File: config.mk
export PLATFORM = sky130hd
export DESIGN_NAME = prio_interrupt_controller
export DESIGN_NICKNAME = d
export VERILOG_FILES = /design/src/rtl/irq_ctrl_pkg.sv /design/src/rtl/irq_prio_arbiter.sv /design/src/rtl/prio_interrupt_controller.sv
export SDC_FILE = /design/constraint.sdc
export NUM_CORES = 1
export LEC_CHECK = 0
export CORE_MARGIN = 1.5
export CORE_UTILIZATION = 40
export CTS_CLUSTER_SIZE = 28
export DETAILED_ROUTE_END_ITERATION = 10
export PLACE_DENSITY = 0.73
export SYNTH_ARGS = -nofsm -noshare
export SYNTH_HDL_FRONTEND = slang
export SYNTH_SLANG_ARGS = --single-unit
File: constraint.sdc
create_clock -name clk -period 6 [get_ports clk]
set_input_delay 1.2 -clock clk [delete_from_list [all_inputs] [get_ports clk]]
set_output_delay 1.2 -clock clk [all_outputs]
set_load 0.01 [all_outputs]
File: src/rtl/irq_ctrl_pkg.sv
// Shared types and helpers for the priority interrupt controller.
package irq_ctrl_pkg;

  // Controller FSM states.
  typedef enum logic [1:0] {
    IDLE    = 2'd0,
    REQ     = 2'd1,
    SERVICE = 2'd2
  } irq_state_e;

  // Width of a source ID: at least one bit even for two sources.
  function automatic int id_width(input int n);
    int w;
    w = $clog2(n);
    return (w < 1) ? 1 : w;
  endfunction

endpackage

File: src/rtl/irq_prio_arbiter.sv
// Combinational priority arbiter: picks the highest-priority eligible
// source with a balanced compare tree; equal priorities go to the lower index.
module irq_prio_arbiter
  import irq_ctrl_pkg::*;
#(
  parameter int NUM_IRQS = 8,
  parameter int PRIO_W   = 3,
  localparam int ID_W    = id_width(NUM_IRQS)
) (
  input  logic [NUM_IRQS-1:0]        eligible,
  input  logic [NUM_IRQS*PRIO_W-1:0] prio,
  output logic                       valid,
  output logic [ID_W-1:0]            id,
  output logic [PRIO_W-1:0]          prio_out
);

  // Tree is padded to a power of two; padded leaves are never valid.
  localparam int LEAVES = 1 << ID_W;

  genvar l, j;
  generate
    for (l = 0; l <= ID_W; l++) begin : g_lvl
      logic [(1<<l)-1:0]             w_v;
      logic [(1<<l)-1:0][ID_W-1:0]   w_id;
      logic [(1<<l)-1:0][PRIO_W-1:0] w_p;

      if (l == ID_W) begin : g_leaf
        for (j = 0; j < LEAVES; j++) begin : g_node
          if (j < NUM_IRQS) begin : g_src
            assign w_v[j]  = eligible[j];
            assign w_id[j] = ID_W'(j);
            assign w_p[j]  = prio[j*PRIO_W +: PRIO_W];
          end else begin : g_pad
            assign w_v[j]  = 1'b0;
            assign w_id[j] = ID_W'(j);
            assign w_p[j]  = {PRIO_W{1'b0}};
          end
        end
      end else begin : g_merge
        for (j = 0; j < (1 << l); j++) begin : g_node
          logic w_take_left;
          // Left child covers lower indices, so it wins ties.
          assign w_take_left = g_lvl[l+1].w_v[2*j] &
                               (~g_lvl[l+1].w_v[2*j+1] |
                                (g_lvl[l+1].w_p[2*j] >= g_lvl[l+1].w_p[2*j+1]));
          assign w_v[j]  = g_lvl[l+1].w_v[2*j] | g_lvl[l+1].w_v[2*j+1];
          assign w_id[j] = w_take_left ? g_lvl[l+1].w_id[2*j] : g_lvl[l+1].w_id[2*j+1];
          assign w_p[j]  = w_take_left ? g_lvl[l+1].w_p[2*j]  : g_lvl[l+1].w_p[2*j+1];
        end
      end
    end
  endgenerate

  assign valid    = g_lvl[0].w_v[0];
  assign id       = g_lvl[0].w_id[0];
  assign prio_out = g_lvl[0].w_p[0];

endmodule

File: src/rtl/prio_interrupt_controller.sv
// Priority interrupt controller: synchroniser, edge/level trigger, pending
// register, priority arbitration and a claim/complete service FSM.
module prio_interrupt_controller
  import irq_ctrl_pkg::*;
#(
  parameter int NUM_IRQS    = 8,
  parameter int PRIO_W      = 3,
  parameter int SYNC_STAGES = 2,
  localparam int ID_W       = id_width(NUM_IRQS)
) (
  input  logic                       clk,
  input  logic                       rst_n,
  input  logic [NUM_IRQS-1:0]        irq,
  input  logic [NUM_IRQS-1:0]        ier,
  input  logic [NUM_IRQS-1:0]        edge_sel,
  input  logic [NUM_IRQS*PRIO_W-1:0] prio,
  input  logic [PRIO_W-1:0]          threshold,
  input  logic                       claim,
  input  logic                       complete,
  output logic [NUM_IRQS-1:0]        pending,
  output logic                       inter,
  output logic [ID_W-1:0]            irq_id,
  output logic [PRIO_W-1:0]          irq_prio,
  output logic                       busy,
  output logic [ID_W-1:0]            active_id
);

  logic [NUM_IRQS-1:0] w_s;
  logic [NUM_IRQS-1:0] r_s_prev;
  logic [NUM_IRQS-1:0] w_rise;
  logic [NUM_IRQS-1:0] w_trig;
  logic [NUM_IRQS-1:0] w_clr;
  logic [NUM_IRQS-1:0] w_eligible;
  logic [NUM_IRQS-1:0] r_pending;

  logic                w_arb_valid;
  logic [ID_W-1:0]     w_arb_id;
  logic [PRIO_W-1:0]   w_arb_prio;

  irq_state_e          r_state;
  irq_state_e          w_state_nxt;
  logic                r_inter;
  logic                r_busy;
  logic [ID_W-1:0]     r_irq_id;
  logic [ID_W-1:0]     w_irq_id_nxt;
  logic [PRIO_W-1:0]   r_irq_prio;
  logic [PRIO_W-1:0]   w_irq_prio_nxt;
  logic [ID_W-1:0]     r_active_id;
  logic [ID_W-1:0]     w_active_id_nxt;
  logic                w_claim_acc;

  generate
    if (SYNC_STAGES == 0) begin : g_nosync
      assign w_s = irq;
    end else begin : g_sync
      logic [NUM_IRQS-1:0] r_sync [SYNC_STAGES];

      // Shift raw requests through the synchroniser chain.
      always_ff @(posedge clk or negedge rst_n) begin
        if (!rst_n) begin
          for (int k = 0; k < SYNC_STAGES; k++) r_sync[k] <= {NUM_IRQS{1'b0}};
        end else begin
          r_sync[0] <= irq;
          for (int k = 1; k < SYNC_STAGES; k++) r_sync[k] <= r_sync[k-1];
        end
      end

      assign w_s = r_sync[SYNC_STAGES-1];
    end
  endgenerate

  // Remember the previous synchronised level for rising-edge detection.
  always_ff @(posedge clk or negedge rst_n) begin
    if (!rst_n) r_s_prev <= {NUM_IRQS{1'b0}};
    else        r_s_prev <= w_s;
  end

  assign w_rise = w_s & ~r_s_prev;
  assign w_trig = ier & ((edge_sel & w_rise) | (~edge_sel & w_s));

  // Only the source being claimed is cleared, and only when the claim is accepted.
  assign w_clr = w_claim_acc ? ({{(NUM_IRQS-1){1'b0}}, 1'b1} << r_irq_id)
                             : {NUM_IRQS{1'b0}};

  // Pending bits: a new trigger beats a same-cycle clear so no event is lost.
  always_ff @(posedge clk or negedge rst_n) begin
    if (!rst_n) r_pending <= {NUM_IRQS{1'b0}};
    else        r_pending <= w_trig | (r_pending & ~w_clr);
  end

  // A source competes only if pending, enabled and above the threshold.
  always_comb begin
    w_eligible = {NUM_IRQS{1'b0}};
    for (int i = 0; i < NUM_IRQS; i++) begin
      w_eligible[i] = r_pending[i] & ier[i] & (prio[i*PRIO_W +: PRIO_W] > threshold);
    end
  end

  irq_prio_arbiter #(
    .NUM_IRQS (NUM_IRQS),
    .PRIO_W   (PRIO_W)
  ) u_arb (
    .eligible (w_eligible),
    .prio     (prio),
    .valid    (w_arb_valid),
    .id       (w_arb_id),
    .prio_out (w_arb_prio)
  );

  // Next-state and next-output decode for the service FSM.
  always_comb begin
    w_state_nxt     = r_state;
    w_irq_id_nxt    = r_irq_id;
    w_irq_prio_nxt  = r_irq_prio;
    w_active_id_nxt = r_active_id;
    w_claim_acc     = 1'b0;
    case (r_state)
      IDLE: begin
        if (w_arb_valid) begin
          w_state_nxt    = REQ;
          w_irq_id_nxt   = w_arb_id;
          w_irq_prio_nxt = w_arb_prio;
        end else begin
          w_state_nxt    = IDLE;
        end
      end
      REQ: begin
        if (!w_arb_valid) begin
          w_state_nxt     = IDLE;
        end else if (claim) begin
          // Service the winner the CPU actually saw on irq_id.
          w_claim_acc     = 1'b1;
          w_active_id_nxt = r_irq_id;
          w_state_nxt     = SERVICE;
        end else begin
          w_irq_id_nxt    = w_arb_id;
          w_irq_prio_nxt  = w_arb_prio;
        end
      end
      SERVICE: begin
        if (complete) w_state_nxt = IDLE;
        else          w_state_nxt = SERVICE;
      end
      default: begin
        w_state_nxt = IDLE;
      end
    endcase
  end

  // State and output registers; inter/busy are decoded from the next state.
  always_ff @(posedge clk or negedge rst_n) begin
    if (!rst_n) begin
      r_state     <= IDLE;
      r_inter     <= 1'b0;
      r_busy      <= 1'b0;
      r_irq_id    <= {ID_W{1'b0}};
      r_irq_prio  <= {PRIO_W{1'b0}};
      r_active_id <= {ID_W{1'b0}};
    end else begin
      r_state     <= w_state_nxt;
      r_inter     <= (w_state_nxt == REQ);
      r_busy      <= (w_state_nxt == SERVICE);
      r_irq_id    <= w_irq_id_nxt;
      r_irq_prio  <= w_irq_prio_nxt;
      r_active_id <= w_active_id_nxt;
    end
  end

  assign pending   = r_pending;
  assign inter     = r_inter;
  assign irq_id    = r_irq_id;
  assign irq_prio  = r_irq_prio;
  assign busy      = r_busy;
  assign active_id = r_active_id;

endmodule

* Word-level counts from Yosys, hierarchy flattened *
Cells that the tools add are included.

storage, ports and cells
  bits in registers = 45
  input bits = 55
  output and inout bits = 19
  logic and storage cells = 122

cells by class
  magnitude comparators = 15
  equality and inequality tests = 7
  shift-type cells = 1
  mux-type cells = 31
  bitwise gates (word level) = 54
  reductions and logical operators = 4

operators by type and width
  cell                                             count
  two-way mux 3 bit                                14
  bitwise AND 8 bit                                5
  greater-than comparator 3 bit                    8
  NOT 8 bit                                        3
  bitwise AND 1 bit                                23
  >= comparator 3 bit                              7
  bitwise OR 8 bit                                 2
  bitwise OR 1 bit                                 14
  case mux 3 bit (2 select lines)                  2
  two-way mux 2 bit                                5
  two-way mux 1 bit                                8
  two-way mux 8 bit                                1
  << shifter 1 x 3 -> 8 bit, first input constant  1
  NOT 1 bit                                        7
  != test 2 bit, second input constant             3
  case mux 2 bit (3 select lines)                  1
  == test 2 x 1 -> 1 bit, second input constant    2
  == test 2 bit, second input constant             2
  AND reduction 4 bit                              1
  AND reduction 3 bit                              1
  logical NOT 2 bit                                1
  nonzero test 2 bit                               1

* Depth between registers and ports, before layout *
  word-level depth = 17
  gate-level depth with buffers = 22
  depth with buffers taken out = 22

* Cells and area by module *
A second synthesis with hierarchy kept.

second synthesis, totals
  cell total of the unflattened synthesis = 292
  area, all modules = 2960.3 um2

modules (own cells, without submodules)
  module                     times used  cells each  area an instance (um2)  sequential area each (um2)
  prio_interrupt_controller  1           181         2073.2                  1126.1
  irq_prio_arbiter           1           111         887.1                   0.0

* Least setup slack after synthesis *
OpenSTA, ideal clock, no wires.

  path type = in2reg
  start point = in threshold[2]
  end point = reg r_irq_prio[0] (netlist: irq_prio[0])
  setup time = 0.126 ns
  data arrival time = 5.611 ns
  required time = 5.874 ns
  setup slack = 0.263 ns
  stages = 22
  buffers on the path = 0
  path through = inv_1 ha_1 and3_1 a2111o_1 o311ai_1 nor2_1 a21oi_1 ha_1 nand2b_1 a21o_1 a21oi_1 a21boi_0 nor2_1 o22ai_1 ha_1 nand2b_1 a21o_1 a21o_1 a31o_2 and4_1 o221a_1 a221o_1

between the ends
  cells in the longest elaborated chain, start to end = 17
  elaborated cells between the ends (all ways) = 61
  those cells by class = 11 x order compare; 2 x eq/ne; 11 x mux; 36 x bitwise; 1 x reduce/logical

ends and longest elaborated chain
  what                             RTL line                          source
  start: declaration               prio_interrupt_controller.sv:17   input logic [PRIO_W-1:0] threshold,
  greater-than comparator 3 bit    prio_interrupt_controller.sv:95   w_eligible[i] = r_pending[i] & ier[i] & (prio[i*PRIO_W +: PRIO_W] > threshold);
  bitwise AND 1 bit                prio_interrupt_controller.sv:95
  NOT 1 bit                        irq_prio_arbiter.sv:44            (~g_lvl[l+1].w_v[2*j+1] |
  bitwise OR 1 bit                 irq_prio_arbiter.sv:44
  bitwise AND 1 bit                irq_prio_arbiter.sv:43            assign w_take_left = g_lvl[l+1].w_v[2*j] &
  two-way mux 3 bit                irq_prio_arbiter.sv:48            assign w_p[j] = w_take_left ? g_lvl[l+1].w_p[2*j] : g_lvl[l+1].w_p[2*j+1];
  >= comparator 3 bit              irq_prio_arbiter.sv:45            (g_lvl[l+1].w_p[2*j] >= g_lvl[l+1].w_p[2*j+1]));
  bitwise OR 1 bit                 irq_prio_arbiter.sv:44
  bitwise AND 1 bit                irq_prio_arbiter.sv:43
  two-way mux 3 bit                irq_prio_arbiter.sv:48
  >= comparator 3 bit              irq_prio_arbiter.sv:45
  bitwise OR 1 bit                 irq_prio_arbiter.sv:44
  bitwise AND 1 bit                irq_prio_arbiter.sv:43
  two-way mux 3 bit                irq_prio_arbiter.sv:48
  two-way mux 3 bit                prio_interrupt_controller.sv:130  end else if (claim) begin
  two-way mux 3 bit                prio_interrupt_controller.sv:128  if (!w_arb_valid) begin
  case mux 3 bit (2 select lines)  prio_interrupt_controller.sv:117  case (r_state)
  end signal: assignment           prio_interrupt_controller.sv:157  r_irq_prio <= {PRIO_W{1'b0}};
  end signal: assignment           prio_interrupt_controller.sv:164  r_irq_prio <= w_irq_prio_nxt;
  end: declaration                 prio_interrupt_controller.sv:46   logic [PRIO_W-1:0] r_irq_prio;

Several ways; a longest one is shown, not always the timed one. The select of a mux whose other input is x is not followed.
A chain may end at the register's enable or synchronous reset.

* Worst setup path after layout *
  start point = in threshold[1]
  end point = reg r_irq_prio[0] (netlist: irq_prio[0])

Same word-level chain as after synthesis.

==> summary.txt <==
Area contributors post-synth -> dfrtp_1, ha_1, nand2_1
Initial antenna violation count -> 0
Gr ovfl total -> 0
Max-Cap Viols -> 0
Number of flops mapped to enable cells by yosys -> 0
Residual DRC -> 0
Clock Tree Root -> clkbuf_8
Std cell rows -> 31
GR Util All Layers -> 0.2035
R2R Setup Slk -> 1.71 ns
Vias post-DR -> 2823
CP Data Required Time -> 6.19 ns
Post-Syn Instances -> 301
Post-synth cell types -> 53
Fin crit period -> 5.765 ns
NumNets Final -> 522
WL final -> 8087 um
Most common cell after layout, fill and taps aside -> clkdlybuf4s50_1
Layout cells sized above 1 -> 0.1797
Drt first-iter violations -> 116
Hold Path Class -> flop to flop
Seq cells post-synth -> 45
Critical Path, Cell by Cell -> clkdlybuf4s50_1 -> inv_2 -> ha_1 -> nand3_1 -> o21ai_0 -> or4_4 -> nand2_2 -> mux2i_2 -> ha_1 -> nand2b_1 -> a21o_1 -> a21oi_2 -> a21boi_1 -> buf_4 -> nor2_1 -> o22ai_1 -> ha_1 -> nand2b_1 -> a21o_1 -> a21o_1 -> a31o_2 -> and4_1 -> o221a_1 -> a221o_1
Mapped Area -> 3019 um^2
Synthesis warning total -> 0
Initial Utilization -> 0.4140
Worst Setup Start Kind -> input pin
Crit path DAT -> 5.95 ns
Largest family of logic cells by synthesized area -> compound AO/OA/AOI/OAI gates
Clk sinks -> 45
Area growth from synthesis to layout -> 43.35%
Synth Area in Simple Gates -> 0.1575
Port Buffers -> 73
H-tree depth -> 2
Initial DRT Pass Iterations -> 4
CP max-delay cell -> or4_4
Pwr Total -> 1.280 mW
Total I/O pin count -> 74
Synth Area in Compound Gates -> 0.2126
Hold-fix buffers, CTS -> 0
Slew HR -> 0.3511
VDD IR max -> 0.2394 mV
Post-route ant nets -> 0
Fin Hold WS -> 0.3488 ns
Worst Skew -> 0.006850 ns
Status -> finished clean
DP Wirelength -> 6519 um
Avg Cell Area, Syn -> 10.03 um^2
Die height -> 89.88 um
Layout fillers -> 680
Maximum clock rate -> 0.1735 GHz
Clock Tree Buf Depth -> 2
Vias per cell -> 5.408
Clk slew on worst S/H paths -> 0.08 ns
Most frequent cells in the layout -> clkdlybuf4s50_1, ha_1, dfrtp_1
Synthesized-area fraction occupied by adder cells -> 0.1865
Post_cts resized -> 0
Final Setup Violations -> 0
Core Region -> 7292 um^2
Mux cell area share after synthesis -> 0.04144
Yosys top cell by area -> dfrtp_1
Crit-path max cell delay -> 0.55 ns
Placer Congestion -> 0.8368
Die footprint -> 8078 um^2
Top cell type's share of synthesized area -> 0.3730
Slew Viols, Final -> 0
XOR/XNOR Fraction of Synth Area -> 0
Worst Setup Path Type -> input pin to flop
Fin crit share -> 0.9608
Setup bufs post-CTS -> 0
Synth Flop Type -> dfrtp_1
Average wire per standard cell -> 15.49 um
Ys async rst share -> 1.000
Final hold vios -> 0
Crit path capture type -> flop
Worst-Skew Late Latency -> 0.30 ns
Vias in the first global route -> 2852
Tightest Pin Transition -> 0.9734 ns
Antenna cell count -> 0
Critical-path maximum fanout -> 7
Pwr/cell area -> 295.8 nW/um^2
Sequential area share after synthesis -> 0.3730
First-pass GRT wire length -> 13280 um
Total CTS buffers -> 5
Largest net degree at the start of global routing -> 46
Chip Width -> 89.88 um
TritonCTS clock tree -> built
Synth Net Count -> 401
Leak -> 1.979 nW
==> worst max-delay path, delay by kind of cell <==
family                   cells  cell delay (ns)
AO/OA/AOI/OAI               10             1.67
adder cells (fa/ha/maj)      3             0.82
buffers and inverters        3             0.71
multiplexers                 1             0.28
AND/OR/NAND/NOR              7             1.27
==> cells in the mapped netlist (4+ instances only) <==
| library cell | instances |
|---|---|
| dfrtp_1 | 45 |
| ha_1 | 45 |
| nand2_1 | 35 |
| inv_1 | 22 |
| o21ai_0 | 16 |
| nor2_1 | 13 |
| nor2b_1 | 9 |
| a32o_1 | 8 |
| mux2i_1 | 8 |
| a21oi_1 | 7 |
| nand3_1 | 7 |
| and3_1 | 5 |
| a21o_1 | 4 |
| mux2_2 | 4 |
| nand2b_1 | 4 |
| nor3_1 | 4 |
| o211ai_1 | 4 |
==> state kept, by name, summed over array words and instances, names as in the netlist, 2 cells and up <==
name	count
irq_id	3
g_sync.r_sync	8
pending	8
r_s_prev	8
irq_prio	3
active_id	3
r_state	2
w_s	8
==> final cells by class <==
type,count,area [um^2],share of cell area
tap,99,123.9,0.02862
clock inverter,2,10.01,0.002313
clock buffer,6,72.57,0.01677
sequential,45,1126,0.2602
timing repair buffer,115,1044,0.2411
multi-input combinational,233,1869,0.4319
inverter,22,82.58,0.01908
==> metrics by stage <==
| step | util | worst slack (ns) | std cells | area [um^2] | TNS [ns] |
|---|---|---|---|---|---|
| 4_1_cts | 0.5844 | 0.04851 | 522 | 4262 | 0 |
| 6_report | 0.5935 | 0.2354 | 522 | 4328 | 0 |
| 3_3_place_gp | 0.5731 | -0.1916 | 514 | 4179 | -0.4455 |
| 5_1_grt | 0.5935 | -0.02207 | 522 | 4328 | -0.02207 |
| 3_5_place_dp | 0.5731 | -0.2654 | 514 | 4179 | -0.6044 |
| 2_1_floorplan | - | 0.2630 | 301 | 3019 | 0 |
==> kinds of logic (layout without fill, tap and decap cells) <==
group	Yosys count	count (layout)
fa+ha+maj	45	45
simple gates	95	95
mux	12	12
compound gates	81	81
buf+inv	23	145
flops	45	45
==> power by group <==
| group | total (mW) | switching, mW | leakage [nW] | internal [mW] |
|---|---|---|---|---|
| registers | 0.444 | 0.0699 | 0.510 | 0.374 |
| logic | 0.659 | 0.305 | 1.42 | 0.354 |
| clock network | 0.177 | 0.0961 | 0.0450 | 0.0807 |
==> path summary, 6_finish.rpt <==
kind	cells after the start	endpoint	startpoint
min reg2reg	0	w_s[0]$_DFF_PN0_	g_sync.r_sync[8]$_DFF_PN0_
min	0	w_s[0]$_DFF_PN0_	g_sync.r_sync[8]$_DFF_PN0_
max in group asynchronous	1	w_s[1]$_DFF_PN0_	rst_n
max	24	irq_prio[0]$_DFFE_PN0P_	threshold[1]
min in group asynchronous	1	irq_id[1]$_DFFE_PN0P_	rst_n
max reg2reg	20	irq_prio[0]$_DFFE_PN0P_	pending[3]$_DFF_PN0_
==> layer usage <==
layer | up-vias | share of wire | wire [um] | track usage
li1 | 1385 | - | - | -
met1 | 1364 | 0.45 | 3622 | 0.2596
met2 | 66 | 0.49 | 3976 | 0.3537
met3 | 8 | 0.048 | 387 | 0.03723
met4 | 0 | 0.012 | 101 | 0.05556
met5 | - | 0 | 0 | 0
Power figures use the tool's default switching activity.
